--- src/rtl/skid_buffer.sv ---
// rtl/skid_buffer.sv - two-entry valid/ready skid buffer with registered in_ready
//
// Cuts the ready timing path between two pipeline stages. The main register
// drives out_data; the skid register catches the one word that arrives while
// the consumer stalls. in_ready, out_valid and count come straight from flops,
// so out_ready never reaches in_ready combinationally.
//
// Ports:
//   clk        in   1      rising-edge clock
//   reset_n    in   1      asynchronous active-low reset
//   flush      in   1      synchronous discard of all held entries
//   in_valid   in   1      producer presents in_data
//   in_ready   out  1      buffer can accept (registered)
//   in_data    in   Width  producer word
//   out_valid  out  1      out_data holds a valid word
//   out_ready  in   1      consumer accepts out_data this cycle
//   out_data   out  Width  head word (registered)
//   count      out  2      entries held: 0, 1 or 2
module skid_buffer #(
    parameter int               Width      = 32,
    parameter logic [Width-1:0] ResetValue = '0
) (
    input  logic             clk,
    input  logic             reset_n,
    input  logic             flush,
    input  logic             in_valid,
    output logic             in_ready,
    input  logic [Width-1:0] in_data,
    output logic             out_valid,
    input  logic             out_ready,
    output logic [Width-1:0] out_data,
    output logic [1:0]       count
);

    typedef enum logic [1:0] {
        EMPTY = 2'd0,
        ONE   = 2'd1,
        FULL  = 2'd2
    } state_t;

    state_t           state_q, state_d;
    logic [Width-1:0] main_q, main_d;
    logic [Width-1:0] skid_q, skid_d;
    logic             out_valid_q, out_valid_d;
    logic             in_ready_q, in_ready_d;
    logic [1:0]       count_q, count_d;

    logic in_fire;
    logic out_fire;

    // Both handshakes are qualified by registered flags only.
    assign in_fire  = in_valid & in_ready_q;
    assign out_fire = out_valid_q & out_ready;

    always_comb begin
        state_d = state_q;
        main_d  = main_q;
        skid_d  = skid_q;

        case (state_q)
            EMPTY: begin
                if (in_fire) begin
                    state_d = ONE;
                    main_d  = in_data;
                end
            end
            ONE: begin
                if (in_fire && out_fire) begin
                    main_d = in_data;
                end else if (in_fire) begin
                    // Consumer stalled: park the new word, head stays put.
                    state_d = FULL;
                    skid_d  = in_data;
                end else if (out_fire) begin
                    // main keeps the last word; out_valid drops.
                    state_d = EMPTY;
                end
            end
            FULL: begin
                if (out_fire) begin
                    state_d = ONE;
                    main_d  = skid_q;
                end
            end
            default: begin
                state_d = EMPTY;
            end
        endcase

        // Flush wins over everything; an accepted input word is dropped and
        // the data registers keep whatever they held.
        if (flush) begin
            state_d = EMPTY;
            main_d  = main_q;
            skid_d  = skid_q;
        end

        out_valid_d = (state_d != EMPTY);
        in_ready_d  = (state_d != FULL);
        case (state_d)
            ONE:     count_d = 2'd1;
            FULL:    count_d = 2'd2;
            default: count_d = 2'd0;
        endcase
    end

    always_ff @(posedge clk or negedge reset_n) begin
        if (!reset_n) begin
            state_q     <= EMPTY;
            main_q      <= ResetValue;
            skid_q      <= ResetValue;
            out_valid_q <= 1'b0;
            in_ready_q  <= 1'b1;
            count_q     <= 2'd0;
        end else begin
            state_q     <= state_d;
            main_q      <= main_d;
            skid_q      <= skid_d;
            out_valid_q <= out_valid_d;
            in_ready_q  <= in_ready_d;
            count_q     <= count_d;
        end
    end

    assign in_ready  = in_ready_q;
    assign out_valid = out_valid_q;
    assign out_data  = main_q;
    assign count     = count_q;

endmodule

--- config.mk ---
export PLATFORM = sky130hd
export DESIGN_NAME = skid_buffer
export DESIGN_NICKNAME = d
export VERILOG_FILES = /design/src/rtl/skid_buffer.sv
export SDC_FILE = /design/constraint.sdc
export NUM_CORES = 1
export LEC_CHECK = 0
export ABC_AREA = 1
export BUFFER_PORTS_ARGS = -buffer_cell sky130_fd_sc_hd__buf_2
export CELL_PAD_IN_SITES_DETAIL_PLACEMENT = 0
export CELL_PAD_IN_SITES_GLOBAL_PLACEMENT = 2
export CORE_MARGIN = 4
export CORE_UTILIZATION = 31
export CTS_BUF_LIST = sky130_fd_sc_hd__clkbuf_16
export DETAILED_ROUTE_END_ITERATION = 8
export HOLD_SLACK_MARGIN = 0.15
export MAX_ROUTING_LAYER = met4
export PLACE_DENSITY = 0.78
export SLEW_MARGIN = 10
export SYNTH_ARGS = -nofsm -noshare
export SYNTH_HDL_FRONTEND = slang
export SYNTH_SLANG_ARGS = --single-unit
--- constraint.sdc ---
create_clock -name clk -period 1.6 [get_ports clk]
set_clock_uncertainty 0.15 [all_clocks]
set_input_delay 0.32 -clock clk [delete_from_list [all_inputs] [get_ports clk]]
set_output_delay 0.32 -clock clk [all_outputs]
set_load 0.05 [all_outputs]
==> flow_summary.json, run 1 <==
{
  "core_area_um2": 12600,
  "yosysTopAreaCellShare_pct": 43.3,
  "cts_buffers": 9,
  "async_flop_share_pct": 100,
  "drtPass1Iterations": 4,
  "drt-wirelength-per-cell_um": 13.3,
  "swShare_pct": 42.1,
  "cp_common_cell": "nor2_4",
  "antenna_found_initial": 0,
  "path_class": "flop to flop",
  "cp-end-kind": "flop",
  "diodes": 0,
  "yosys.cell_count.top_type": "nand2_1",
  "fillCellCount": 1273,
  "endpoint": "out_data[26]",
  "p_sw_mw": 3.82,
  "use_met1_pct": 17.9,
  "drc": 0,
  "period_minus_slack_ns": 1.59,
  "tns_ns": 0,
  "maxCapViolCount": 0,
  "p_int_mw": 5.26,
  "grt_most_used_layer": "met2",
  "ant_nets": 0,
  "dieArea_um2": 14700,
  "finalPower_mw": 9.09,
  "syn_area_per_cell_um2": 9.49,
  "leakage_nw": 2.75,
  "critical_path.cell_chain": "nand2_4 > nor2_4 > nor2_4 > buf_6 > clkbuf_16 > o21bai_4 > nand2_1",
  "worstPathArrival_ns": 1.66,
  "start_kind": "flop",
  "synth_largest_area_cell": "dfrtp_1",
  "clock_path_buffers": 2,
  "cellPowerDensity_nw_per_um2": 1650,
  "layout.nets": 578,
  "top_level_ports": 73,
  "post-dp-hpwl_um": 6480,
  "worstHoldPathType": "input pin to async pin",
  "io_buffer_count": 72,
  "timing.final.ws_setup_ns": 0.0146,
  "required_ns": 1.67,
  "worstReg2RegStart": "in_ready",
  "place_congestion": 0.734,
  "initial_core_util_pct": 31.6,
  "viasPerCell": 4.28,
  "max_stage_delay_ns": 0.55,
  "drt_iter0_drc": 157,
  "die_x_um": 121,
  "yosys_warnings": 0,
  "yosysSeqAreaShare_pct": 44.0,
  "ys_types": 24,
  "place_worst_setup_slack_ns": -0.0790,
  "cts_root_buf": "clkbuf_16",
  "grt_pass1_wl_um": 15200,
  "hold_slack_ns": 0.272,
  "fp-row-count": 41,
  "r2r_cells": 7,
  "cts_tree": "done",
  "synth_nets": 457,
  "cts_num_sinks": 70,
  "startpoint": "in_ready",
  "r2r_setup_slack_ns": 0.01,
  "grt.overflow.total": 0,
  "grt_max_degree": 36,
  "status": "completed",
  "htree_levels": 3,
  "setup_viol": 0,
  "timing.final.crit_share_pct": 99.1,
  "fmax_ghz": 0.631,
  "met2_usage_pct": 20.8,
  "ys.flop_type": "dfrtp_1",
  "crit_fanout": 6,
  "yosys_register_bits": 70,
  "ir_worst_vdd_mv": 1.11,
  "syn_inst": 420,
  "p_comb_share_pct": 46.9,
  "final_hold_viol_count": 0,
  "slew_violations": 0,
  "area_growth_pct": 38.0,
  "vias": 3074,
  "cts.clk_slew.worst_paths_ns": 0.06,
  "routed_wirelength_um": 9560,
  "p_clk_share_pct": 21.3,
  "drive_gt1_share_pct": 46.9,
  "clk_latency_ns": 0.34,
  "ys_top_cells_by_area": "dfrtp_1 (43%), o21bai_2 (8.5%), nand3_2 (7.8%)",
  "synth_area_um2": 3990,
  "slew_headroom_pct": 78.6,
  "worstMarginPinSlew_ns": 0.318,
  "dieHeight_um": 121,
  "synthTopCellsByCount": "nand2_1 (77), inv_1 (70), dfrtp_1 (69), o21ai_0 (34), nand3_2 (31)",
  "utilization_pct": 43.6,
  "grt_usage_pct": 13.6,
  "grt_pass1_vias": 2978,
  "rr_endpoint": "out_data[26]",
  "seqPwrFrac_pct": 31.8,
  "cpMaxStageDelayCell": "dfstp_2",
  "rsz0062_at_grt": "true",
  "synth-edff-count": 0,
  "use_met3_pct": 3.54
}
[worst max-delay path, delay by kind of cell (launching register included)]
kind | cells | cell delay, ns
flip-flops | 1 | 0.55
buffers and inverters | 2 | 0.30
AO/OA/AOI/OAI | 1 | 0.11
AND/OR/NAND/NOR | 4 | 0.34
[timing repair]
item	CTS	global route
hold buffers	33	0
endpoints found under the hold margin	102	0
setup buffers	2	3
gates cloned	0	2
gates resized for setup	3	25
pin swaps	3	34
setup endpoints to repair	33	42
[layout make-up]
cell class                 count  area (um2)  share of cell area [%]
timing repair buffer         135        1100                    20.1
multi-input combinational    251        1860                    33.9
clock inverter                 7        58.8                    1.07
inverter                      74         278                    5.05
clock buffer                   9         225                    4.09
tap                          172         215                    3.91
sequential                    70        1760                    31.9
[per-stage QoR]
step,cell area [um2],std cells
global placement,4650,662
floorplan,4040,420
finish,5500,718
global route,5500,718
CTS,5290,713
detailed placement,4650,662
[power groups by stage]
stage	logic [mW]	registers, mW	clock network [mW]
after floorplan	1.81	4.11	0
after global placement	3.87	2.92	0
after detailed placement	3.92	2.92	0
after CTS	4.02	2.90	2.00
after global routing	4.62	2.98	2.06
final	4.26	2.89	1.93
[metal layers]
layer	vias up	share of wire, %
met5	-	0
met4	0	1.2
met2	66	46
li1	1560	-
met3	10	4.7
met1	1438	48
[state kept, by name, indices dropped and copies added (netlist names)]
name,count
count,2
out_valid,1
state_q,2
skid_q,32
in_ready,1
out_data,32
[cells by family after synthesis]
kind of cell           count (synthesis)  synth area share, %
buffers and inverters                 99                 13.2
DFF                                   70                 44.0
AOI/OAI and AO/OA                     99                 20.4
and+or+nand+nor                      152                 22.5
[worst min-delay path by stage]
stage	startpoint	end	slack, ns	depth (start not counted)
after global placement	reset_n	out_data[25]	0.1	1
after global routing	reset_n	skid_q[23]	0.29	2
after CTS	flush	in_ready	0.20	3
after floorplan	reset_n	count[0]	-0.13	0
final	reset_n	skid_q[22]	0.27	2
after detailed placement	reset_n	out_data[25]	0.1	1
[cells in the final DEF, fill, tap and decap left out]
cell	netlist	routed
a21oi_4	0	1
o21ai_2	5	5
inv_1	70	72
clkinv_1	0	1
clkbuf_16	0	11
clkinv_2	0	2
nand2_4	2	4
buf_12	3	11
clkinvlp_4	0	1
nand3_4	1	2
nor2_2	24	26
nor2_8	1	1
nand3_2	31	30
a21oi_2	28	27
dfstp_2	1	1
o21bai_2	30	16
bufinv_16	0	1
nand2_1	77	75
dfrtp_2	0	3
nand2_2	3	3
dlygate4sd3_1	0	33
nor2_4	2	4
buf_2	5	70
o21bai_4	0	14
nor2_1	7	3
buf_6	9	3
buf_4	6	16
o21ai_0	34	34
o21bai_1	2	2
dfrtp_1	69	66
inv_2	4	4
nand3_1	4	4
Power figures use the tool's default switching activity.
==> run 2: changes to the inputs <==
Settings changed: CORE_MARGIN 4 to 8, CORE_UTILIZATION 31 to 34, PLACE_DENSITY 0.78 to 0.81.
Clock period 1.6 ns to 1.7 ns, I/O delays scaled along.
==> run 2 against run 1 <==
Core utilization rose by 1.2 points. Sequential cell count did not move. Wire length fell by 4.6%. Clock power fell by 16%. Die area rose by 4.8%. Cell count fell by 6.1%. Via count fell by 2.9%. Non-clock buffer count fell by 15. Critical path type is now flop to output port. Highest routed layer unchanged.
==> flow_summary.json, run 2 (synthesized netlist as in run 1, its figures left out) <==
{
  "vias": 2985,
  "dieHeight_um": 124,
  "period_minus_slack_ns": 1.61,
  "tns_ns": 0,
  "dp_cells": 625,
  "maxCapViolCount": 0,
  "p_comb_share_pct": 45.8,
  "critical_path.cell_chain": "buf_2",
  "grt_usage_pct": 12.7,
  "worstHoldPathType": "input pin to flop",
  "p_sw_mw": 3.45,
  "seqPwrFrac_pct": 33.8,
  "crit_family": "flip-flops",
  "io_buffer_count": 72,
  "critPathBufInv": 1,
  "grt.overflow.total": 0,
  "cts_buffers": 9,
  "p_clk_share_pct": 20.4,
  "fmax_ghz": 0.621,
  "ant_nets": 0,
  "finalPower_mw": 8.00,
  "htree_levels": 3,
  "cpMaxStageDelayCell": "dfstp_2",
  "cts_tree": "done",
  "ir_worst_vdd_mv": 0.919,
  "area_growth_pct": 28.2,
  "place_congestion": 0.742,
  "timing.final.crit_share_pct": 94.7,
  "grt_max_degree": 45,
  "fillCellCount": 1130,
  "fp-row-count": 39,
  "clock_path_buffers": 2,
  "die_x_um": 124,
  "slew_violations": 0,
  "start_kind": "flop",
  "setup_viol": 0,
  "rsz0062_at_grt": "false",
  "worstMarginPinSlew_ns": 0.324,
  "path_class": "flop to output port",
  "drt_iter0_drc": 183,
  "dieArea_um2": 15400,
  "drt-wirelength-per-cell_um": 13.5,
  "layout_commonest_cell": "nand2_1",
  "status": "completed",
  "r2r_setup_slack_ns": 0.14,
  "grt_pass1_vias": 3203,
  "slew_headroom_pct": 78.4,
  "cts_root_buf": "clkbuf_16",
  "post-dp-hpwl_um": 6320,
  "cts_hold_buf": 33,
  "clk_latency_ns": 0.33,
  "cellPowerDensity_nw_per_um2": 1560,
  "top_level_ports": 73,
  "multi_input_area_um2": 1710,
  "viasPerCell": 4.43,
  "cts.clk_slew.worst_paths_ns": 0.05,
  "drtPass1Iterations": 4,
  "grt_pass1_wl_um": 15800,
  "fin_cells": 674,
  "post_cts_buffers": 0,
  "cts.repair.resized": 0,
  "final_cell_mix": "nand2_1 (76), inv_1 (74), buf_2 (71), dfrtp_1 (68), o21ai_0 (34)",
  "p_int_mw": 4.55,
  "worstPathArrival_ns": 1.12,
  "required_ns": 1.21,
  "leakage_nw": 2.62,
  "cts_num_sinks": 70,
  "layout.nets": 563,
  "cp-end-kind": "output port",
  "drive_gt1_share_pct": 43.7,
  "diodes": 0,
  "crit_fanout": 2,
  "core_area_um2": 11400,
  "routed_wirelength_um": 9110,
  "drc": 0,
  "antenna_found_initial": 0,
  "seqCellArea_um2": 1750,
  "max_stage_delay_ns": 0.53,
  "final_hold_viol_count": 0,
  "finalInstanceArea_um2": 5110,
  "swShare_pct": 43.1,
  "dpl_cell_area_um2": 4530,
  "initial_core_util_pct": 34.9
}
[run 2: layout make-up]
type	instances	area share (%)
clock buffer	9	4.41
clock inverter	7	0.588
inverter	74	5.43
multi-input combinational	251	33.5
sequential	70	34.3
tap	143	3.50
timing repair buffer	120	18.2
[run 2: through the flow]
stage	setup WS (ns)	hold slack [ns]	util, %
after detailed placement	0.123	0.116	39.6
after global routing	0.0135	0.237	44.8
after CTS	0.0725	0.225	44.8
final	0.0906	0.232	44.8
after floorplan	0.00706	-0.106	-
after global placement	0.139	0.121	39.6
[run 2: routing by layer]
layer	vias up	wire length [um]	global-route usage [%]
li1	1525	-	-
met1	1394	4340	15.5
met2	58	4280	19.7
met3	8	380	3.57
met4	0	118	4.04
met5	-	0	-
[run 2: power groups by stage]
stage,Clock (mW),Sequential [mW],Combinational [mW]
5_1_grt,1.75,2.79,3.98
3_5_place_dp,0,2.74,3.66
2_1_floorplan,0,3.86,1.67
4_1_cts,1.69,2.72,3.72
6_report,1.63,2.70,3.66
3_3_place_gp,0,2.73,3.59
[run 2: final timing paths]
kind                       startpoint           end  depth (start not counted)
min in group asynchronous     reset_n   out_data[3]                          2
max in group asynchronous     reset_n    skid_q[10]                          3
hold / removal                  flush      in_ready                          3
hold reg to reg            skid_q[26]    skid_q[26]                          2
setup reg to reg           state_q[0]  out_data[23]                          5
setup / recovery             in_ready      in_ready                          1
